**src/rtl/fifo_pkg.sv**
```systemverilog
// Shared defaults and pointer type for the single-clock FIFO.
// Pointers carry one extra wrap bit above the memory address bits.
package fifo_pkg;

  localparam int DEFAULT_DATA_WIDTH = 8;
  localparam int DEFAULT_DEPTH      = 8;
  localparam int DEFAULT_PTR_W      = $clog2(DEFAULT_DEPTH);

  // Pointer at the default depth: MSB is the wrap bit, low bits address memory.
  typedef logic [DEFAULT_PTR_W:0] ptr_t;

endpackage

```
**src/rtl/fifo_mem_2p.sv**
```systemverilog
// Simple dual-port register array: one write port, one registered read port.
// Only the read register is reset; storage contents are left untouched.
module fifo_mem_2p
  import fifo_pkg::*;
#(
  parameter int  DATA_WIDTH = DEFAULT_DATA_WIDTH,
  parameter int  DEPTH      = DEFAULT_DEPTH,
  localparam int ADDR_W     = $clog2(DEPTH)
) (
  input  logic                  clk,
  input  logic                  rst_n,
  input  logic                  wr_en,
  input  logic [ADDR_W-1:0]     wr_addr,
  input  logic [DATA_WIDTH-1:0] wr_data,
  input  logic                  rd_en,
  input  logic [ADDR_W-1:0]     rd_addr,
  output logic [DATA_WIDTH-1:0] rd_data
);

  logic [DATA_WIDTH-1:0] mem [DEPTH];

  always_ff @(posedge clk) begin
    if (wr_en) begin
      mem[wr_addr] <= wr_data;
    end
  end

  // Read register holds its value whenever no read is accepted.
  always_ff @(posedge clk or negedge rst_n) begin
    if (!rst_n) begin
      rd_data <= '0;
    end else if (rd_en) begin
      rd_data <= mem[rd_addr];
    end
  end

endmodule

```
**src/rtl/sync_fifo.sv**
```systemverilog
// Single-clock FIFO with registered read data, occupancy count and
// one-cycle overflow/underflow pulses for rejected requests.
module sync_fifo
  import fifo_pkg::*;
#(
  parameter int  DATA_WIDTH = DEFAULT_DATA_WIDTH,
  parameter int  DEPTH      = DEFAULT_DEPTH,
  localparam int PTR_W      = $clog2(DEPTH)
) (
  input  logic                  clk,
  input  logic                  rst_n,
  input  logic [DATA_WIDTH-1:0] data_in,
  input  logic                  w_en,
  input  logic                  r_en,
  output logic [DATA_WIDTH-1:0] data_out,
  output logic                  full,
  output logic                  empty,
  output logic [PTR_W:0]        count,
  output logic                  overflow,
  output logic                  underflow
);

  typedef logic [PTR_W:0] fifo_ptr_t;

  fifo_ptr_t wr_ptr;
  fifo_ptr_t rd_ptr;
  logic      wr_acc;
  logic      rd_acc;

  // Flags come straight from registered pointers, so they never glitch mid-cycle.
  assign empty = (wr_ptr == rd_ptr);
  assign full  = (wr_ptr[PTR_W-1:0] == rd_ptr[PTR_W-1:0]) &&
                 (wr_ptr[PTR_W] != rd_ptr[PTR_W]);
  assign count = wr_ptr - rd_ptr;

  // Blocking on full/empty also prevents read-through and same-address collisions.
  assign wr_acc = w_en & ~full;
  assign rd_acc = r_en & ~empty;

  always_ff @(posedge clk or negedge rst_n) begin
    if (!rst_n) begin
      wr_ptr <= '0;
      rd_ptr <= '0;
    end else begin
      if (wr_acc) begin
        wr_ptr <= wr_ptr + 1'b1;
      end
      if (rd_acc) begin
        rd_ptr <= rd_ptr + 1'b1;
      end
    end
  end

  always_ff @(posedge clk or negedge rst_n) begin
    if (!rst_n) begin
      overflow  <= 1'b0;
      underflow <= 1'b0;
    end else begin
      overflow  <= w_en & full;
      underflow <= r_en & empty;
    end
  end

  fifo_mem_2p #(
    .DATA_WIDTH (DATA_WIDTH),
    .DEPTH      (DEPTH)
  ) u_mem (
    .clk     (clk),
    .rst_n   (rst_n),
    .wr_en   (wr_acc),
    .wr_addr (wr_ptr[PTR_W-1:0]),
    .wr_data (data_in),
    .rd_en   (rd_acc),
    .rd_addr (rd_ptr[PTR_W-1:0]),
    .rd_data (data_out)
  );

endmodule

```
**config.mk**
```make
export PLATFORM = sky130hd
export DESIGN_NAME = sync_fifo
export DESIGN_NICKNAME = d
export VERILOG_FILES = /design/src/rtl/fifo_pkg.sv /design/src/rtl/fifo_mem_2p.sv /design/src/rtl/sync_fifo.sv
export SDC_FILE = /design/constraint.sdc
export NUM_CORES = 1
export LEC_CHECK = 0
export BUFFER_PORTS_ARGS = -buffer_cell sky130_fd_sc_hd__buf_2
export CELL_PAD_IN_SITES_DETAIL_PLACEMENT = 1
export CELL_PAD_IN_SITES_GLOBAL_PLACEMENT = 1
export CORE_MARGIN = 5
export CORE_UTILIZATION = 56
export CTS_BUF_LIST = sky130_fd_sc_hd__clkbuf_4 sky130_fd_sc_hd__clkbuf_8
export DETAILED_ROUTE_END_ITERATION = 7
export PLACE_DENSITY = 0.92
export SLEW_MARGIN = 20
export SYNTH_ARGS = -nofsm -noshare
export SYNTH_HDL_FRONTEND = slang
export SYNTH_SLANG_ARGS = --single-unit
export TNS_END_PERCENT = 100
```
**constraint.sdc**
```tcl
create_clock -name clk -period 5.07 [get_ports clk]
set_input_delay 0.2535 -clock clk [delete_from_list [all_inputs] [get_ports clk]]
set_output_delay 0.2535 -clock clk [all_outputs]
set_load 0.05 [all_outputs]
```
# Word-level counts from Yosys, hierarchy flattened
# Memories as Yosys holds them, arrays and structs flattened. A register that Yosys moved wholly into a read port is not among the register bits.
# Index checks and enable logic that the tools add are counted.
# W data, S select, Z words.
[word_totals] n_memories=1 word_cells=21 register_bits=10 in_bits=12 ramBits=64
[classes] mux=2 eq_ne=3 n_bitwise=6 n_addsub=3 reduce_logical=2
[mem_list] name="u_mem.mem" words=8 width=8 read_ports=1 rd_ports_with_merged_regs=1 wr=1 line="fifo_mem_2p.sv:20" text="logic [DATA_WIDTH-1:0] mem [DEPTH];"
[ops] cell="$add A4 B1 Y4 const B" count=2
[ops] cell="$and A1 B1 Y1" count=4
[ops] cell="$eq A4 B4 Y1" count=1
[ops] cell="$sub A4 B4 Y4" count=1
[ops] cell="$eq A3 B3 Y1" count=1
[ops] cell="$mux W1" count=2
[ops] cell="$not A1 Y1" count=2
[ops] cell="$logic_and A1 B1 Y1" count=1
[ops] cell="$logic_not A1 Y1" count=1
[ops] cell="$ne A1 B1 Y1" count=1

# Logic depth before layout (Yosys ltp)
# Gate-level depths: netlist (run 1).
[logic_depth] word_depth=6 depth_mapped=7 mapped_depth_nobuf=6

# Modules after synthesis
# A second synthesis (run 1) with hierarchy kept.
[hier_totals] cells_unflattened=219 hier_area_um2=3438.3
[modules_own_cells] module="fifo_mem_2p" area_per_inst_um2=2861.5 cells_each=169 seq_area_each_um2=2122.0 instances=1
[modules_own_cells] module="sync_fifo" area_per_inst_um2=576.8 cells_each=50 seq_area_each_um2=250.2 instances=1

# Worst setup path after synthesis (run 1)
# Ideal clock, no wire load.
[synth_timing] path_kind="flip-flop to flip-flop" startpoint="register rd_ptr[1]" endpoint="memory u_mem.mem[0][0] (netlist name) (enable)" setup_time_ps=395 setup_slack_ps=2383 required_time_ps=4675 path_stages_with_launch=7 arrival_time_ps=2292 n_path_buf=0 cell_sequence="dfrtp_1 inv_1 ha_1 nand3_1 nor2b_1 nand2b_1 nor4_1"
[synth_between] elab_chain_len=6
[synth_lines] item="start: declaration" line="sync_fifo.sv:26" text="fifo_ptr_t rd_ptr;"
[synth_lines] item="start signal: assignment" line="sync_fifo.sv:49" text="rd_ptr <= rd_ptr + 1'b1;"
[synth_lines] item="$eq A3 B3 Y1" line="sync_fifo.sv:32" text="assign full = (wr_ptr[PTR_W-1:0] == rd_ptr[PTR_W-1:0]) &&"
[synth_lines] item="$logic_and A1 B1 Y1" line="sync_fifo.sv:32"
[synth_lines] item="net full" line="sync_fifo.sv:16" text="output logic full,"
[synth_lines] item="$not A1 Y1" line="sync_fifo.sv:37" text="assign wr_acc = w_en & ~full;"
[synth_lines] item="$and A1 B1 Y1" line="sync_fifo.sv:37"
[synth_lines] item="$mux W1" line="fifo_mem_2p.sv:23" text="if (wr_en) begin"
[synth_lines] item="$mux W1 (implied by the code)" line="fifo_mem_2p.sv:24" text="mem[wr_addr] <= wr_data;"
[synth_lines] item="end: declaration" line="fifo_mem_2p.sv:20"
# The timed path passes the listed nets, and every way through them passes these cells.

# Worst setup path after layout (run 1)
[layout_timing] startpoint="register rd_ptr[0]" endpoint="memory u_mem.mem[3][7] (netlist name) (enable)"
[layout_between] elab_chain_len=6
[layout_lines] item="$eq A3 B3 Y1" line="sync_fifo.sv:32"
[layout_lines] item="$logic_and A1 B1 Y1" line="sync_fifo.sv:32"
[layout_lines] item="$not A1 Y1" line="sync_fifo.sv:37"
[layout_lines] item="$and A1 B1 Y1" line="sync_fifo.sv:37"
[layout_lines] item="$mux W1" line="fifo_mem_2p.sv:23"
[layout_lines] item="$mux W1 (implied by the code)" line="fifo_mem_2p.sv:24"
# Every way passes these cells.

==> impl_metrics.py, run 1 <==
metrics = {
    "synthesis": {
        "synthAdderAreaFrac": 0.02469,
        "synth_top_area_frac": 0.5746,
        "yosys.area.top_type": "edfxtp_1",
        "synthCells": 212,
        "synth-seq-cells": 82,
        "async_flop_share": 0.2195,
        "synthTopCellsByArea": "edfxtp_1, dfrtp_1, mux2_2, mux2i_1, o221ai_1",
        "synth_ff_type": "edfxtp_1",
        "synthXorXnorAreaFrac": 0.02581,
        "synth_simple_gate_area_frac": 0.04676,
        "synthDistinctLibCells": 31,
        "syn_avg_cell_area_um2": 15.78,
        "synth_top_family_by_area": "multiplexers",
        "seq_area_frac_synth": 0.7093,
        "syn_area_mm2": 0.003344,
        "synth_compound_area_frac": 0.06248,
        "yosys_warnings": 0,
        "synthMuxAreaShare": 0.1062,
        "synth_edf_count": 64,
        "synthesis.nets": 230,
    },
    "worst_setup_path": {
        "cp-end-kind": "flop",
        "cp.arrival_ps": 2900,
        "cp_num_buf_inv": 1,
        "cp_max_fo": 36,
        "critPathKind": "reg2reg",
        "cpMaxStageDelayCell": "nor3_1",
        "cp_top_family": "simple AND/OR/NAND/NOR gates",
        "rr_worst_depth": 6,
        "r2r_start": "rd_ptr[0]",
        "r2r-end": "u_mem.mem[3][7]",
        "reg2reg_slack_ps": 2150,
        "startpoint": "rd_ptr[0]",
        "max_stage_delay_ps": 860,
        "startpoint_type": "flop",
        "crit_chain": "buf_4 > ha_1 > nand3_1 > nor2b_1 > nand2b_1 > nor3_1",
        "crit_required_ps": 5050,
    },
    "drt": {
        "vias": 1893,
        "drt_iter0_drc": 122,
        "viasPerCell": 5.789,
        "drtPass1Iterations": 4,
        "final_antenna_net_count": 0,
        "totalWireLength_um": 7830,
        "wl_per_cell_um": 23.94,
        "route.detailed.drc": 0,
    },
    "die": {
        "die_w_um": 87.28,
        "rows": 28,
        "die_h_um": 87.28,
        "num_io_pins": 28,
        "start_util": 0.5716,
        "die-area_mm2": 0.007618,
        "core_mm2": 0.005851,
    },
    "cells_and_area": {
        "final_util": 0.6435,
        "multi_input_area_um2": 904.6,
        "nNetsFinal": 264,
        "drive_above_1_share": 0.2709,
        "layout_commonest_cell": "edfxtp_1",
        "fill_cells": 538,
        "regArea_mm2": 0.002372,
        "mostFrequentLayoutCells": "edfxtp_1, buf_2, dfrtp_1",
        "syn_to_final_growth_pct": 12.57,
        "fin_cells": 327,
    },
    "global_route": {
        "grt_max_degree": 37,
        "grt.total_usage": 0.2261,
        "overflow": 0,
        "grt_pass1_vias": 2093,
        "antenna_found_initial": 1,
        "grt_pass1_wl_um": 12210,
    },
    "timing": {
        "rsz0062_at_grt": "no",
        "period_needed_ps": 2918,
        "tightest_slew_ps": 1029,
        "final-setup-viol-count": 0,
        "fin_crit_sh": 0.5755,
        "setup_tns_ps": 0,
        "relSlewSlack": 0.3088,
        "max_freq_mhz": 342.7,
        "finClkSkew_ps": 10.31,
        "hold_viol_final": 0,
        "maxSlewViolCount": 0,
    },
    "power": {
        "power.leakage_nw": 1.435,
        "ir_drop_uv": 395.2,
        "powerDensity_mw_per_mm2": 700.4,
    },
    "hold_path": {
        "whs_endpoint": "underflow",
        "hp-start": "r_en",
        "hp-class": "in2reg",
        "min_path_cells": 2,
    },
    "clocking": {
        "cts.path.max_buffers": 2,
        "clockRootBuffer": "clkbuf_8",
        "tritoncts": "done",
        "path_clk_slew_ps": 90,
        "cts_buffers": 9,
        "clock-sinks": 82,
        "insertion_delay_ps": 360,
        "htree_levels": 3,
        "cts_setup_buffers": 0,
    },
    "placement": {
        "dpl.hpwl_um": 5307,
        "gp_routability_congestion": 0.7434,
        "numPortBuffers": 27,
        "post-place-cells": 309,
    },
    "flow_run": {
        "cap_violations": 0,
    },
    "run_status": {
        "status": "complete, no violations",
    },
}
## final cells by class
cell class,instances,share of cell area
Antenna cell,1,0.0006647
Clock buffer,9,0.03290
Clock inverter,7,0.01662
Inverter,10,0.009970
Multi-Input combinational cell,112,0.2403
Sequential cell,82,0.6301
Tap cell,75,0.02493
Timing Repair Buffer,31,0.04453
## synthesized netlist by cell type, types with 3 or more instances
master    count
nor3_1        4
a22oi_1       8
mux2_2       16
o21ai_0       8
xnor2_1       6
nand2_1      16
o221ai_1      8
edfxtp_1     64
buf_2         3
ha_1          5
mux2i_1      16
buf_4         3
nor2_1        6
dfrtp_1      18
inv_1        10
## what timing repair did
action | in CTS | in global routing
resized for setup | 0 | 0
endpoints found under the hold margin | 18 | 0
hold buffers | 1 | 0
## worst register-to-register path, delay by kind of cell (launching register included)
kind / cells / cell delay, ps
flip-flops: 1 / 340
adder cells (fa/ha/maj): 1 / 380
AND/OR/NAND/NOR: 4 / 1360
buffers and inverters: 1 / 450
## power breakdown
part / internal, mW / switching (mW)
sequential: 0.883 / 0.101
combinational: 0.365 / 0.845
clock: 0.186 / 0.257
total: 1.43 / 1.20
## per-layer routing
layer | up-vias | GRT usage | wire, µm | part of all wire
met5 | - | 0 | 0 | 0
met4 | 0 | 0.1185 | 244 | 0.031
met3 | 24 | 0.05298 | 416 | 0.053
met2 | 66 | 0.3555 | 3856 | 0.49
met1 | 942 | 0.2913 | 3312 | 0.42
li1 | 861 | - | - | -
## worst max path at each step
stage	endpoint	slack (ps)	cells past startpoint
3_5_place_dp	u_mem.mem[4][5]	2000	5
6_report	u_mem.mem[3][7]	2150	6
2_1_floorplan	u_mem.mem[0][0]	2380	6
5_1_grt	u_mem.mem[3][4]	1990	6
3_3_place_gp	u_mem.mem[4][5]	2330	5
4_1_cts	u_mem.mem[4][6]	1980	5
## sequential cells by signal (all words and copies together), names as in the netlist
register       count
u_mem.rd_data      8
wr_ptr             4
rd_ptr             4
underflow          1
overflow           1
u_mem.mem         64
## metrics by stage
step | setup WS (ps) | hold slack (ps) | cell area (µm²) | power (mW)
2_1_floorplan | 2383 | -42.09 | 3344 | 1.873
3_3_place_gp | 2329 | 201.0 | 3551 | 2.097
3_5_place_dp | 2000 | 215.6 | 3551 | 2.184
4_1_cts | 1977 | 127.7 | 3747 | 2.636
5_1_grt | 1991 | 141.5 | 3765 | 2.769
6_report | 2152 | 131.1 | 3765 | 2.637
## logic make-up after synthesis
kind of cell	after synthesis
buffers and inverters	18
AND/OR/NAND/NOR	35
XOR/XNOR	9
adder cells (fa/ha/maj)	6
flip-flops	82
multiplexers	33
AO/OA/AOI/OAI	29
No activity file was read; power rests on OpenSTA's default activity.
==> inputs of run 2 (changes only) <==
- CORE_UTILIZATION: 56 -> 52
- PLACE_DENSITY: 0.92 -> 0.87
- clock period: 5.07 -> 3 ns (I/O delays scaled with it)
==> run 2 against run 1 <==
Against the previous run:
- die area grew 6.8%
- critical endpoint is now count[3]
- worst hold slack lost 110 ps
- via count shrank 0.32%
- clock skew shrank 2.6 ps
- global-route usage shrank 4.0 points
- core utilization shrank 4.1 points
- count of clock-buffer cells in the layout is the same
- first-iteration DRC count shrank 20%
- final area grew 1.0%
- sequential share of layout area shrank 0.62 points
==> impl_metrics.py, run 2 (synthesis results as in run 1) <==
metrics = {
    "run_status": {
        "status": "complete, no violations",
    },
    "cells_and_area": {
        "reg.largest.list": "u_mem.mem (64), u_mem.rd_data (8)",
        "layout_commonest_cell": "edfxtp_1",
        "top_register": "u_mem.mem",
        "mostFrequentLayoutCells": "edfxtp_1, buf_2, dfrtp_1",
        "syn_to_final_growth_pct": 13.69,
        "num_antenna_cells": 0,
        "nNetsFinal": 270,
        "largest_reg_flops": 64,
        "final_util": 0.6023,
        "fin_cells": 334,
        "drive_above_1_share": 0.2724,
    },
    "timing": {
        "period_needed_ps": 2352,
        "fin_crit_sh": 0.7839,
        "tightest_slew_ps": 749.6,
        "maxSlewViolCount": 0,
        "setup_tns_ps": 0,
        "relSlewSlack": 0.4992,
        "setup_slack_ps": 648.3,
        "max_freq_mhz": 425.2,
        "hold_viol_final": 0,
        "finClkSkew_ps": 7.718,
        "final-setup-viol-count": 0,
        "rsz0062_at_grt": "no",
    },
    "clocking": {
        "tritoncts": "done",
        "insertion_delay_ps": 350,
        "clockRootBuffer": "clkbuf_8",
        "path_clk_slew_ps": 80,
        "cts_setup_buffers": 0,
        "cts.path.max_buffers": 2,
        "clock-sinks": 82,
        "cts_buffers": 9,
        "htree_levels": 3,
    },
    "placement": {
        "post-place-cells": 317,
        "numPortBuffers": 27,
        "dpl.hpwl_um": 4907,
        "gp_routability_congestion": 0.7799,
        "pre_cts_ws_ps": 795.6,
    },
    "worst_setup_path": {
        "startpoint_type": "flop",
        "cp.arrival_ps": 2200,
        "cp_max_fo": 8,
        "cp-end-kind": "output pin",
        "crit_required_ps": 2850,
        "critPathKind": "reg2out",
    },
    "global_route": {
        "grt_pass1_wl_um": 11430,
        "overflow": 0,
        "grt_pass1_vias": 2110,
        "antenna_found_initial": 0,
        "grt.total_usage": 0.1862,
        "grt_max_degree": 36,
    },
    "die": {
        "core_mm2": 0.006314,
        "start_util": 0.5297,
        "die_w_um": 90.20,
        "rows": 29,
        "die_h_um": 90.20,
        "num_io_pins": 28,
        "die-area_mm2": 0.008135,
    },
    "drt": {
        "drtPass1Iterations": 4,
        "totalWireLength_um": 7060,
        "vias": 1887,
        "route.detailed.drc": 0,
        "drt_iter0_drc": 97,
        "wl_per_cell_um": 21.14,
        "final_antenna_net_count": 0,
        "viasPerCell": 5.650,
    },
    "flow_run": {
        "cap_violations": 0,
    },
    "hold_path": {
        "hp-class": "in2reg",
    },
}
[run 2: what timing repair did]
action	4_1_cts	5_1_grt
endpoints found under the hold margin	18	0
hold buffers	1	0
resized for setup	0	0
[run 2: stage by stage]
stage               hold slack [ps]  area [µm²]
finish                        25.45        3802
global route                  27.38        3802
floorplan                    -145.6        3344
global placement              101.7        3598
CTS                           15.86        3802
detailed placement            105.7        3598
[run 2: final timing paths]
kind	endpoint	cells past startpoint	startpoint	slack, ps
worst max-delay path	count[3]	6	rd_ptr[1]	650
worst min-delay path	underflow	2	r_en	30
worst max register to register	u_mem.mem[4][3]	6	rd_ptr[1]	780
worst min register to register	u_mem.rd_data[2]	2	u_mem.rd_data[2]	480
max in group asynchronous	u_mem.rd_data[2]	2	rst_n	2450
min in group asynchronous	wr_ptr[3]	2	rst_n	250
[run 2: per-layer routing]
| layer | GRT usage | share of wire | wire [µm] | vias up |
|---|---|---|---|---|
| li1 | - | - | - | 871 |
| met1 | 0.2434 | 0.44 | 3112 | 960 |
| met2 | 0.2939 | 0.50 | 3509 | 41 |
| met3 | 0.04341 | 0.039 | 277 | 15 |
| met4 | 0.08809 | 0.023 | 161 | 0 |
| met5 | 0 | 0 | 0 | - |
[run 2: area by class of cell]
| type | instances | area [µm²] |
|---|---|---|
| inverter | 10 | 37.54 |
| clock inverter | 7 | 70.07 |
| fill | 612 | 2511 |
| timing repair buffer | 37 | 212.7 |
| multi-input combinational | 112 | 889.6 |
| clock buffer | 9 | 123.9 |
| tap | 77 | 96.34 |
| sequential | 82 | 2372 |
[run 2: critical path, cell delays in order (launching register included)]
cell	delay (ps)
dfrtp_1	510
inv_1	120
ha_1	360
a21o_1	210
a21oi_1	180
xor2_1	180
buf_2	290
Power of run 2 is not shown: default switching activity piles up to over one toggle a cycle in this logic, so the estimate is an artifact.
==> inputs of run 3 (changes only) <==
- ABC_AREA: not set -> 1
- CORE_UTILIZATION: 52 -> 49
- PLACE_DENSITY: 0.87 -> 0.86
- clock period: 3 -> 2.4 ns (I/O delays scaled with it)
==> run 3 against run 2 <==
Against the previous run:
- synthesized area grew 12%
- core utilization shrank 2.2 points
- register-to-register slack lost 540 ps
- global-route usage grew 2.1 points
- worst hold slack gained 7.8 ps
- worst setup slack lost 410 ps
- synthesized cell count grew 70%
- critical endpoint is now u_mem.mem[6][3]
- highest routed layer unchanged
==> impl_metrics.py, run 3 <==
metrics = {
    "synthesis": {
        "synthCells": 360,
        "synthesis.nets": 378,
        "async_flop_share": 0.2195,
        "syn_avg_cell_area_um2": 10.39,
        "synth_common_cells": "nand2_1, edfxtp_1, inv_1, nand3_1, dfrtp_1",
        "yosys_warnings": 0,
        "synthTopCellsByArea": "edfxtp_1, dfrtp_1, nand2_1, nand3_1, inv_1",
        "synth_edf_count": 64,
        "synthDistinctLibCells": 26,
        "seq_area_frac_synth": 0.6343,
        "synth_top_area_frac": 0.5139,
        "synth_ff_type": "edfxtp_1",
        "synth-seq-cells": 82,
        "syn_area_mm2": 0.003740,
        "yosys.area.top_type": "edfxtp_1",
        "synth.most_common_cell": "nand2_1",
    },
    "power": {
        "intPower_mw": 3.316,
        "switching_share": 0.4596,
        "power_frac_clock": 0.193,
        "p_sw_mw": 2.820,
        "ir_drop_uv": 569.0,
        "powerDensity_mw_per_mm2": 1442,
        "power.share.combinational": 0.479,
        "pwr-share-seq": 0.328,
        "power.leakage_nw": 1.959,
    },
    "die": {
        "die-area_mm2": 0.009480,
        "die_w_um": 97.37,
        "rows": 31,
        "core_mm2": 0.007331,
        "die_h_um": 97.37,
        "start_util": 0.5102,
        "num_io_pins": 28,
    },
    "clocking": {
        "tritoncts": "done",
        "htree_levels": 3,
        "cts.path.max_buffers": 2,
        "path_clk_slew_ps": 80,
        "cts_setup_buffers": 0,
        "cts_resized": 0,
        "clock-sinks": 82,
        "cts_buffers": 9,
        "clockRootBuffer": "clkbuf_8",
        "insertion_delay_ps": 350,
    },
    "timing": {
        "maxSlewViolCount": 0,
        "finClkSkew_ps": 7.921,
        "hold_viol_final": 0,
        "setup_slack_ps": 235.3,
        "max_freq_mhz": 461.9,
        "final-setup-viol-count": 0,
        "period_needed_ps": 2165,
        "setup_tns_ps": 0,
        "fin_crit_sh": 0.9020,
        "rsz0062_at_grt": "no",
        "tightest_slew_ps": 590.8,
        "relSlewSlack": 0.6055,
    },
    "worst_setup_path": {
        "cp_max_fo": 10,
        "r2r_start": "rd_ptr[2]",
        "startpoint": "rd_ptr[2]",
        "r2r-end": "u_mem.mem[6][3]",
        "cp.arrival_ps": 2220,
        "endpoint": "u_mem.mem[6][3]",
        "cp-end-kind": "flop",
        "startpoint_type": "flop",
        "rr_worst_depth": 8,
        "critPathKind": "reg2reg",
        "reg2reg_slack_ps": 240,
        "crit_required_ps": 2460,
    },
    "cells_and_area": {
        "top_register": "u_mem.mem",
        "num_antenna_cells": 0,
        "largest_reg_flops": 64,
        "syn_to_final_growth_pct": 13.75,
        "reg.largest.list": "u_mem.mem (64), u_mem.rd_data (8)",
        "layout_commonest_cell": "nand2_1",
        "drive_above_1_share": 0.2153,
        "fill_cells": 803,
        "nNetsFinal": 417,
        "final_util": 0.5803,
        "mostFrequentLayoutCells": "nand2_1, edfxtp_1, inv_1",
    },
    "global_route": {
        "grt_pass1_vias": 2830,
        "gr-usage-met2": 0.3395,
        "overflow": 0,
        "grt-busiest-layer": "met2",
        "grt.total_usage": 0.2069,
        "met1_usage": 0.2690,
        "grt_pass1_wl_um": 14910,
        "grt_max_degree": 36,
        "met3_usage": 0.04020,
        "antenna_found_initial": 0,
    },
    "drt": {
        "drtPass1Iterations": 5,
        "vias": 2549,
        "route.detailed.drc": 0,
        "totalWireLength_um": 9298,
        "viasPerCell": 5.068,
        "drt_iter0_drc": 207,
        "final_antenna_net_count": 0,
        "wl_per_cell_um": 18.49,
    },
    "flow_run": {
        "cap_violations": 0,
    },
    "placement": {
        "dpl.hpwl_um": 6538,
        "numPortBuffers": 27,
        "gp_routability_congestion": 0.8525,
        "pre_cts_ws_ps": 322.5,
    },
    "run_status": {
        "status": "complete, no violations",
    },
    "hold_path": {
        "hp-class": "in2reg",
    },
}
## run 3: cells by family after synthesis
group / synth area share
xor+xnor: 0.01171
simple gates: 0.2342
flops: 0.6343
compound gates: 0.009032
fa+ha+maj: 0.02208
buf+inv: 0.08866
## run 3: layer usage
layer  wire length, µm  part of all wire  vias up
met4               172             0.018        0
met3               580             0.062       16
met5                 0                 0        -
met2              4595              0.49       75
li1                  -                 -     1222
met1              3950              0.42     1236
## run 3: cell type report
class                   instances  area (µm²)  area share
clock inverters                 7       116.4     0.02735
inverters                      64       246.5     0.05794
multi-input cells             202        1036      0.2435
repair buffers                 40       235.2     0.05529
well taps                      99       123.9     0.02912
clock buffers                   9       123.9     0.02912
flip-flops and latches         82        2372      0.5576
## run 3: metrics by stage
| stage | hold slack [ps] | instances | area [µm²] | total power [mW] |
|---|---|---|---|---|
| 4_1_cts | 22.79 | 503 | 4254 | 6.168 |
| 3_5_place_dp | 81.51 | 486 | 4004 | 4.953 |
| 5_1_grt | 34.93 | 503 | 4254 | 6.501 |
| 3_3_place_gp | 74.75 | 486 | 4004 | 4.840 |
| 6_report | 33.21 | 503 | 4254 | 6.136 |
| 2_1_floorplan | -175.6 | 360 | 3740 | 4.205 |
## run 3: how the worst min path moves through the flow
stage,from,endpoint,slack [ps],depth (start not counted)
floorplan,rst_n,overflow,-180,0
global placement,rst_n,u_mem.rd_data[1],70,1
detailed placement,rst_n,u_mem.rd_data[0],80,1
CTS,r_en,underflow,20,3
global route,r_en,underflow,30,3
finish,r_en,underflow,30,3
## run 3: power by group through the flow
stage	combinational [mW]	sequential, mW	clock [mW]
after floorplan	1.94	2.26	0
after CTS	2.95	2.01	1.20
after detailed placement	2.92	2.04	0
after global routing	3.20	2.04	1.26
final	2.94	2.01	1.19
after global placement	2.83	2.01	0
## run 3: timing repair
action | CTS | global route
hold endpoints to repair | 18 | 0
endpoints found under the setup margin | 0 | 0
hold buffers | 1 | 0
## run 3: worst max-delay path, cell delays in order (launching register included)
cell and delay, ps:
dfrtp_1 410, inv_2 170, ha_1 320, nand3_2 130, nor2_2 70, nor2_4 180, nand2_1 220, nor2_1 190
buf_4 200
